[config.mk]
export PLATFORM = sky130hd
export DESIGN_NAME = seg7_scan_ctrl
export DESIGN_NICKNAME = d
export VERILOG_FILES = /design/src/rtl/seg7_pkg.sv /design/src/rtl/seg7_hex_decode.sv /design/src/rtl/seg7_scan_ctrl.sv
export SDC_FILE = /design/constraint.sdc
export NUM_CORES = 1
export LEC_CHECK = 0
export ABC_AREA = 0
export CAP_MARGIN = 20
export CORE_MARGIN = 2
export CORE_UTILIZATION = 58
export DETAILED_ROUTE_END_ITERATION = 6
export PLACE_DENSITY = 0.86
export SLEW_MARGIN = 0
export SYNTH_ARGS = -nofsm -noshare
export SYNTH_HDL_FRONTEND = slang
export SYNTH_SLANG_ARGS = --single-unit
[constraint.sdc]
create_clock -name clk -period 4 [get_ports clk]
set_input_delay 0.4 -clock clk [delete_from_list [all_inputs] [get_ports clk]]
set_output_delay 0.4 -clock clk [all_outputs]
set_load 0.02 [all_outputs]
[src/rtl/seg7_pkg.sv]
// Shared constants for the 4-digit seven-segment scan controller.
// Segment patterns are active-low, ordered {g,f,e,d,c,b,a}.
package seg7_pkg;

  localparam int NUM_DIGITS = 4;

  localparam logic [3:0] AN_RESET  = 4'b0001;
  localparam logic [6:0] SEG_BLANK = 7'b1111111;

  localparam logic [6:0] SEG_HEX_0 = 7'b1000000;
  localparam logic [6:0] SEG_HEX_1 = 7'b1111001;
  localparam logic [6:0] SEG_HEX_2 = 7'b0100100;
  localparam logic [6:0] SEG_HEX_3 = 7'b0110000;
  localparam logic [6:0] SEG_HEX_4 = 7'b0011001;
  localparam logic [6:0] SEG_HEX_5 = 7'b0010010;
  localparam logic [6:0] SEG_HEX_6 = 7'b0000010;
  localparam logic [6:0] SEG_HEX_7 = 7'b1111000;
  localparam logic [6:0] SEG_HEX_8 = 7'b0000000;
  localparam logic [6:0] SEG_HEX_9 = 7'b0010000;
  localparam logic [6:0] SEG_HEX_A = 7'b0001000;
  localparam logic [6:0] SEG_HEX_B = 7'b0000011;
  localparam logic [6:0] SEG_HEX_C = 7'b1000110;
  localparam logic [6:0] SEG_HEX_D = 7'b0100001;
  localparam logic [6:0] SEG_HEX_E = 7'b0000110;
  localparam logic [6:0] SEG_HEX_F = 7'b0001110;

endpackage

[src/rtl/seg7_hex_decode.sv]
// Combinational hex nibble to active-low seven-segment pattern decoder.
module seg7_hex_decode
  import seg7_pkg::*;
(
  input  logic [3:0] nibble,
  output logic [6:0] seg
);

  // Map each hex value onto its gfedcba pattern.
  always_comb begin
    seg = SEG_HEX_0;
    case (nibble)
      4'h0: seg = SEG_HEX_0;
      4'h1: seg = SEG_HEX_1;
      4'h2: seg = SEG_HEX_2;
      4'h3: seg = SEG_HEX_3;
      4'h4: seg = SEG_HEX_4;
      4'h5: seg = SEG_HEX_5;
      4'h6: seg = SEG_HEX_6;
      4'h7: seg = SEG_HEX_7;
      4'h8: seg = SEG_HEX_8;
      4'h9: seg = SEG_HEX_9;
      4'hA: seg = SEG_HEX_A;
      4'hB: seg = SEG_HEX_B;
      4'hC: seg = SEG_HEX_C;
      4'hD: seg = SEG_HEX_D;
      4'hE: seg = SEG_HEX_E;
      4'hF: seg = SEG_HEX_F;
      default: seg = SEG_HEX_0;
    endcase
  end

endmodule

[src/rtl/seg7_scan_ctrl.sv]
// Time-multiplexed 4-digit seven-segment scan controller.
// New values are held in a shadow register and adopted only at a frame
// boundary, so one frame never mixes old and new digits.
// Optional build macro LEADING_ZERO_BLANK_EN blanks leading zero digits
// (digit 0 is always shown).
module seg7_scan_ctrl
  import seg7_pkg::*;
#(
  parameter int CLK_DIV = 50000,
  parameter int CNT_W   = 16
) (
  input  logic        clk,
  input  logic        rst,
  input  logic        enable,
  input  logic [15:0] value_in,
  input  logic        load,
  output logic [6:0]  seg,
  output logic [3:0]  an,
  output logic        pending,
  output logic        frame_done
);

  localparam logic [CNT_W-1:0] CNT_MAX = CNT_W'(CLK_DIV - 1);

  logic [CNT_W-1:0] cnt;
  logic [1:0]       idx;
  logic             resume;
  logic [15:0]      shadow;
  logic [15:0]      display;

  logic             tick;
  logic             frame_start;
  logic             wrap;
  logic [1:0]       next_idx;
  logic [15:0]      next_disp;
  logic [3:0]       nibble;
  logic [6:0]       dec_seg;
  logic [6:0]       next_seg;

  // Work out the slot being entered on this tick and the value it displays,
  // so seg is registered together with the anode it belongs to.
  always_comb begin
    tick        = enable && (cnt == CNT_MAX);
    frame_start = tick && (idx == 2'd3);
    wrap        = frame_start && !resume;
    next_idx    = idx + 2'd1;
    next_disp   = display;
    if (frame_start) begin
      if (load) begin
        next_disp = value_in;
      end else if (pending) begin
        next_disp = shadow;
      end
    end
    nibble = next_disp[3:0];
    case (next_idx)
      2'd0: nibble = next_disp[3:0];
      2'd1: nibble = next_disp[7:4];
      2'd2: nibble = next_disp[11:8];
      2'd3: nibble = next_disp[15:12];
      default: nibble = next_disp[3:0];
    endcase
  end

  seg7_hex_decode u_decode (
    .nibble (nibble),
    .seg    (dec_seg)
  );

`ifdef LEADING_ZERO_BLANK_EN
  // Blank a digit when it and every more significant digit are zero.
  always_comb begin
    next_seg = dec_seg;
    case (next_idx)
      2'd3: if (next_disp[15:12] == 4'h0) next_seg = SEG_BLANK;
      2'd2: if (next_disp[15:8] == 8'h00) next_seg = SEG_BLANK;
      2'd1: if (next_disp[15:4] == 12'h000) next_seg = SEG_BLANK;
      default: next_seg = dec_seg;
    endcase
  end
`else
  // Every digit is always decoded.
  always_comb begin
    next_seg = dec_seg;
  end
`endif

  // Prescaler, anode rotation, shadow/display handoff and blanking state.
  always_ff @(posedge clk or posedge rst) begin
    if (rst) begin
      cnt        <= '0;
      idx        <= 2'd0;
      resume     <= 1'b0;
      an         <= AN_RESET;
      seg        <= SEG_HEX_0;
      pending    <= 1'b0;
      frame_done <= 1'b0;
      shadow     <= 16'h0000;
      display    <= 16'h0000;
    end else if (!enable) begin
      cnt        <= '0;
      idx        <= 2'd3;
      resume     <= 1'b1;
      an         <= '0;
      seg        <= SEG_BLANK;
      frame_done <= 1'b0;
      if (load) begin
        shadow  <= value_in;
        pending <= 1'b1;
      end else if (pending) begin
        display <= shadow;
        pending <= 1'b0;
      end
    end else begin
      frame_done <= wrap;
      if (load) begin
        shadow <= value_in;
      end
      if (tick) begin
        cnt    <= '0;
        idx    <= next_idx;
        resume <= 1'b0;
        an     <= AN_RESET << next_idx;
        seg    <= next_seg;
      end else begin
        cnt <= cnt + CNT_W'(1);
      end
      if (frame_start) begin
        display <= next_disp;
        pending <= 1'b0;
      end else if (load) begin
        pending <= 1'b1;
      end
    end
  end

endmodule
* Word level (Yosys, flattened, before mapping)
Memories as Yosys holds them, arrays and structs flattened. Index checks and enable logic that the tools add are counted.
Storage, ports and cells: register bits after elaboration 64, bits in read-only memories 112, input bits 20, output and inout port bits 13, word-level logic and storage cells 50, memories 1
Operators by class: $add $sub $neg 2, eq/ne operators 9, shifts and indexed selects 1, mux-type cells 22, reductions and logical operators 6
Memory list:
- (name not given) | words 16, bits a word 7, rd ports 1, clocked after memory_dff 0, write ports 0, RTL line seg7_hex_decode.sv:12 | case (nibble)
Operators with widths (count):
- 2-to-1 mux 16 bit | 8
- adder 16 x 1 -> 16 bit, second input constant | 1
- == test 16 bit, second input constant | 1
- case mux 4 bit (4 select lines) | 1
- 2-to-1 mux 7 bit | 2
- 2-to-1 mux 4 bit | 2
- 2-to-1 mux 1 bit | 7
- == test 2 bit, second input constant | 3
- 2-to-1 mux 2 bit | 2
- != test 2 x 1 -> 1 bit, second input constant | 2
- << shifter 1 x 2 -> 4 bit, first input constant | 1
- logical AND 1 bit | 3
- != test 3 x 1 -> 1 bit, second input constant | 1
- adder 2 x 1 -> 2 bit, second input constant | 1
- == test 2 x 1 -> 1 bit, second input constant | 1
- logical NOT 2 bit | 1
- != test 2 bit, second input constant | 1
- AND reduction 2 bit | 1
- logical NOT 1 bit | 1

* Logic depth before layout (Yosys ltp)
An unclocked memory read counts as a cell.
depth after elaboration 8, gate-level depth with buffers 17

* Hierarchy
From an unflattened synthesis, not the netlist that was laid out.
Unflattened totals: cells, all modules 416, area total of the unflattened synthesis 3834.9 sq um
By module, submodules not included:
- seg7_scan_ctrl | instances 1, cells each 385, area each 3582.2 sq um, sequential area each 1604.0 sq um
- seg7_hex_decode | instances 1, cells each 31, area each 252.7 sq um, sequential area each 0.0 sq um

* Worst setup path before layout
OpenSTA, ideal clock, no wires.
path type flip-flop to flip-flop, start point reg cnt[0], end point reg seg[5], arrival 2.780 ns, data required time 3.864 ns, setup slack 1.084 ns, stages on the path, launching flop included 16, clock period less this slack 2.916 ns, cells stage by stage dfrtp_1 ha_1 and3_1 clkbuf_2 and4_1 buf_6 buf_12 a41oi_1 o22ai_1 o21ai_0 a22o_1 inv_1 ha_1 mux2_2 a21oi_1 o21ai_0
Between the ends: longest elaborated chain between the ends 8
RTL lines:
- start: declaration | RTL line seg7_scan_ctrl.sv:25 | logic [CNT_W-1:0] cnt;
- start signal: assignment | RTL line seg7_scan_ctrl.sv:126 | cnt <= cnt + CNT_W'(1);
- == test 16 bit * | RTL line seg7_scan_ctrl.sv:43 | tick = enable && (cnt == CNT_MAX);
- logical AND 1 bit * | RTL line seg7_scan_ctrl.sv:43
- logical AND 1 bit | RTL line seg7_scan_ctrl.sv:44 | frame_start = tick && (idx == 2'd3);
- 2-to-1 mux 16 bit | RTL line seg7_scan_ctrl.sv:48 | if (frame_start) begin
- case mux 4 bit (4 select lines) | RTL line seg7_scan_ctrl.sv:56 | case (next_idx)
- memory (16 x 7 bit)
- 2-to-1 mux 7 bit | RTL line seg7_scan_ctrl.sv:119 | if (tick) begin
- 2-to-1 mux 7 bit | RTL line seg7_scan_ctrl.sv:100 | end else if (!enable) begin
- end signal: assignment | RTL line seg7_scan_ctrl.sv:124 | seg <= next_seg;
- end: declaration | RTL line seg7_scan_ctrl.sv:17 | output logic [6:0] seg,
Mark *: on every way between the ends. The rest lies on a longest branch, timed or not. The select of a mux whose other input is x is not followed. A chain may end at the register's enable or synchronous reset.

* Final worst setup path
start point reg cnt[0], end point reg seg[3]
The elaborated chain is that of the path after synthesis.

==> reports/qor.yml <==
run_status:
  run_status: "finished, final reports clean"
grt:
  grt_pass1_vias: 3280
  grt_max_degree: 35
  antenna_found_initial: 0
  grt_pass1_wl_um: 15800
  grt-ovfl-total: 0
  track_usage_pct: 27.2
clocking:
  clockRootBuffer: "clkbuf_8"
  cts_resized: 0
  cts_max_level: 3
  clock-sinks: 64
  cts_buffers: 9
  cts_tree: "done"
  clockBufferDepth: 2
  cts_setup_buffers: 0
  path_clk_slew_ps: 70
  cts_hold_buf: 0
  clk_latency_ps: 360
drt:
  avgViaCountPerCell: 6.46
  dr.pass1.iters: 5
  dr.first_iter.drc_count: 326
  drt-total-wl_um: 9720
  drcViolationCount: 0
  detail-route-antenna-nets: 0
  vias: 3500
  wl_per_cell_um: 17.9
floorplan:
  num_io_pins: 33
  rows: 30
  start_util_pct: 59.3
  die_w_um: 86.6
  die_h_um: 86.6
  die_area_um2: 7500
  placeableCoreArea_um2: 6680
placed_design:
  place_congestion: 0.933
  port_buffers: 32
  pre_cts_slack_ps: 520
  dp_hpwl_um: 6650
timing:
  worst_slew_pin_slew_ps: 784
  drv_slew: 0
  rsz0062_at_grt: "false"
  period_minus_slack_ps: 3350
  hold_viol: 0
  fin_skew_ps: 6.90
  setup_viol: 0
  tns_ps: 0
  fin_crit_sh_pct: 83.9
  worst_slack_ps: 645
  relSlewSlack_pct: 47.7
  fmax_ghz: 0.298
yosys:
  yosys_warnings: 0
  ys_types: 64
  ys_ff_latch: 64
  synth_largest_area_cell: "dfrtp_1"
  netlist_instances: 433
  synth.top_cell.area_share_pct: 39.2
  synth_edf_count: 0
  synth_area_leaders: "dfrtp_1 (39%), mux2_2 (4.8%), nand2_1 (4.6%), ha_1 (3.8%), o21ai_0 (3.8%)"
  async_flop_share_pct: 100
  syn-cell-area_um2: 3960
  syn_nets: 465
  avgSynthCellArea_um2: 9.14
  synthFlopType: "dfrtp_1"
  ys_seq_area_share_pct: 40.5
critical_path:
  reg2reg_to: "seg[3]$_DFFE_PP0P_"
  arrival_ps: 3590
  critPathLaunchType: "flop"
  worst_setup_path_end_kind: "flop"
  timing.rr.start: "cnt[0]$_DFF_PP0_"
  cp.required_ps: 4230
  rrSetupSlack_ps: 650
  crit_fanout: 23
  r2r_cells: 15
  worstSetupPathType: "reg2reg"
layout:
  areaGrowthSynthToFinish_pct: 13.5
  layout_commonest_cell: "dfrtp_1"
  final_nets: 489
  layout_common_cells: "dfrtp_1 (62), nand2_1 (48), nor2_1 (35)"
  nFillCells: 543
  finish.utilization_pct: 67.2
  n_antenna_cell: 0
  layout-drive-gt1-share_pct: 12.6
min_path:
  min_to: "frame_done$_DFF_PP0_"
  hold_path_depth: 1
  holdCritPathClass: "reg2reg"
  min-delay-start: "resume$_DFFE_PP0P_"
flow_run:
  max_cap_violations: 0
power_and_ir_drop:
  finalPower_mw: 1.64
  peakVddDrop_uv: 196
  leakage_nw: 1.87
  p_per_area_nw_per_um2: 365
sequential cells by signal, summed over array words and instances (netlist names):
register    cells
an              4
seg             7
idx             2
pending         1
display        16
cnt            16
resume          1
shadow         16
frame_done      1
metrics by stage:
step / std cells / cell area [um^2] / hold slack, ps
floorplan: 433 / 3960 / 403
global placement: 525 / 4300 / 424
detailed placement: 525 / 4300 / 423
CTS: 541 / 4480 / 432
global route: 542 / 4490 / 465
finish: 542 / 4490 / 434
worst max-delay path, stage by stage (launching register included):
cell and delay [ps]:
dfrtp_1 370, ha_1 190, and3_1 320, and4_1 330, buf_4 320, a31oi_1 130
o221ai_1 240, a31oi_1 120, nor2_1 250, inv_1 130, ha_1 310, inv_1 60
nor3_1 180, a211oi_1 70, nand4_1 130, nand4_1 90
worst max-delay path by stage:
stage | from | end | slack [ps] | cells past startpoint
2_1_floorplan | cnt[0]$_DFF_PP0_ | seg[5]$_DFFE_PP0P_ | 1080 | 15
3_3_place_gp | enable | seg[5]$_DFFE_PP0P_ | 650 | 12
3_5_place_dp | enable | seg[5]$_DFFE_PP0P_ | 520 | 12
4_1_cts | cnt[0]$_DFF_PP0_ | seg[3]$_DFFE_PP0P_ | 660 | 15
5_1_grt | cnt[0]$_DFF_PP0_ | seg[3]$_DFFE_PP0P_ | 360 | 15
6_report | cnt[0]$_DFF_PP0_ | seg[3]$_DFFE_PP0P_ | 650 | 15
layer usage:
layer | part of all wire [%] | vias to the layer above | global-route usage [%]
li1 | - | 1617 | -
met1 | 43 | 1661 | 36.2
met2 | 47 | 188 | 42.7
met3 | 7.3 | 34 | 6.29
met4 | 2.7 | 0 | 11.5
met5 | 0 | - | 0
cell families after synthesis:
kind of cell,Yosys count,share of synthesized area [%]
buffers and inverters,47,5.50
adders and majority gates,12,3.79
AOI/OAI and AO/OA,125,21.0
muxes,26,7.11
xor gates and xnor gates,14,3.10
DFF,64,40.5
and+or+nand+nor,145,19.0
Yosys cell counts, types with 3 or more instances:
cell and number:
dfrtp_1 62, nand2_1 48, nor2_1 35, o21ai_0 30, a21oi_1 25, mux2_2 17
inv_1 16, a31oi_1 14, nand3_1 13, clkbuf_1 12, ha_1 12, o22ai_1 11
buf_2 10, nor2b_1 10, mux2i_1 9, and3_1 8, xor2_1 8, nor3_1 7
xnor2_1 6, buf_1 5, o221ai_1 5, a21o_1 4, o211ai_1 4, a211oi_1 3
a41oi_1 3, nand4_1 3, nor3b_1 3, o221a_2 3, o31ai_1 3, or3_1 3
report_power, final:
group          leakage, nW  switching, mW  total [mW]  internal (mW)
sequential           0.768         0.0577       0.761          0.703
clock               0.0941          0.257       0.542          0.285
combinational         1.01          0.184       0.337          0.153
layout make-up:
cell class	instances	area [um^2]	area share, %
Clock buffer	12	135	3.01
Inverter	16	60.1	1.34
Clock inverter	4	45.0	1.00
Tap cell	80	100	2.23
Sequential cell	64	1600	35.7
Timing Repair Buffer	44	410	9.14
Multi-Input combinational cell	322	2140	47.6
Note: power is estimated with default switching activity, not from simulation.
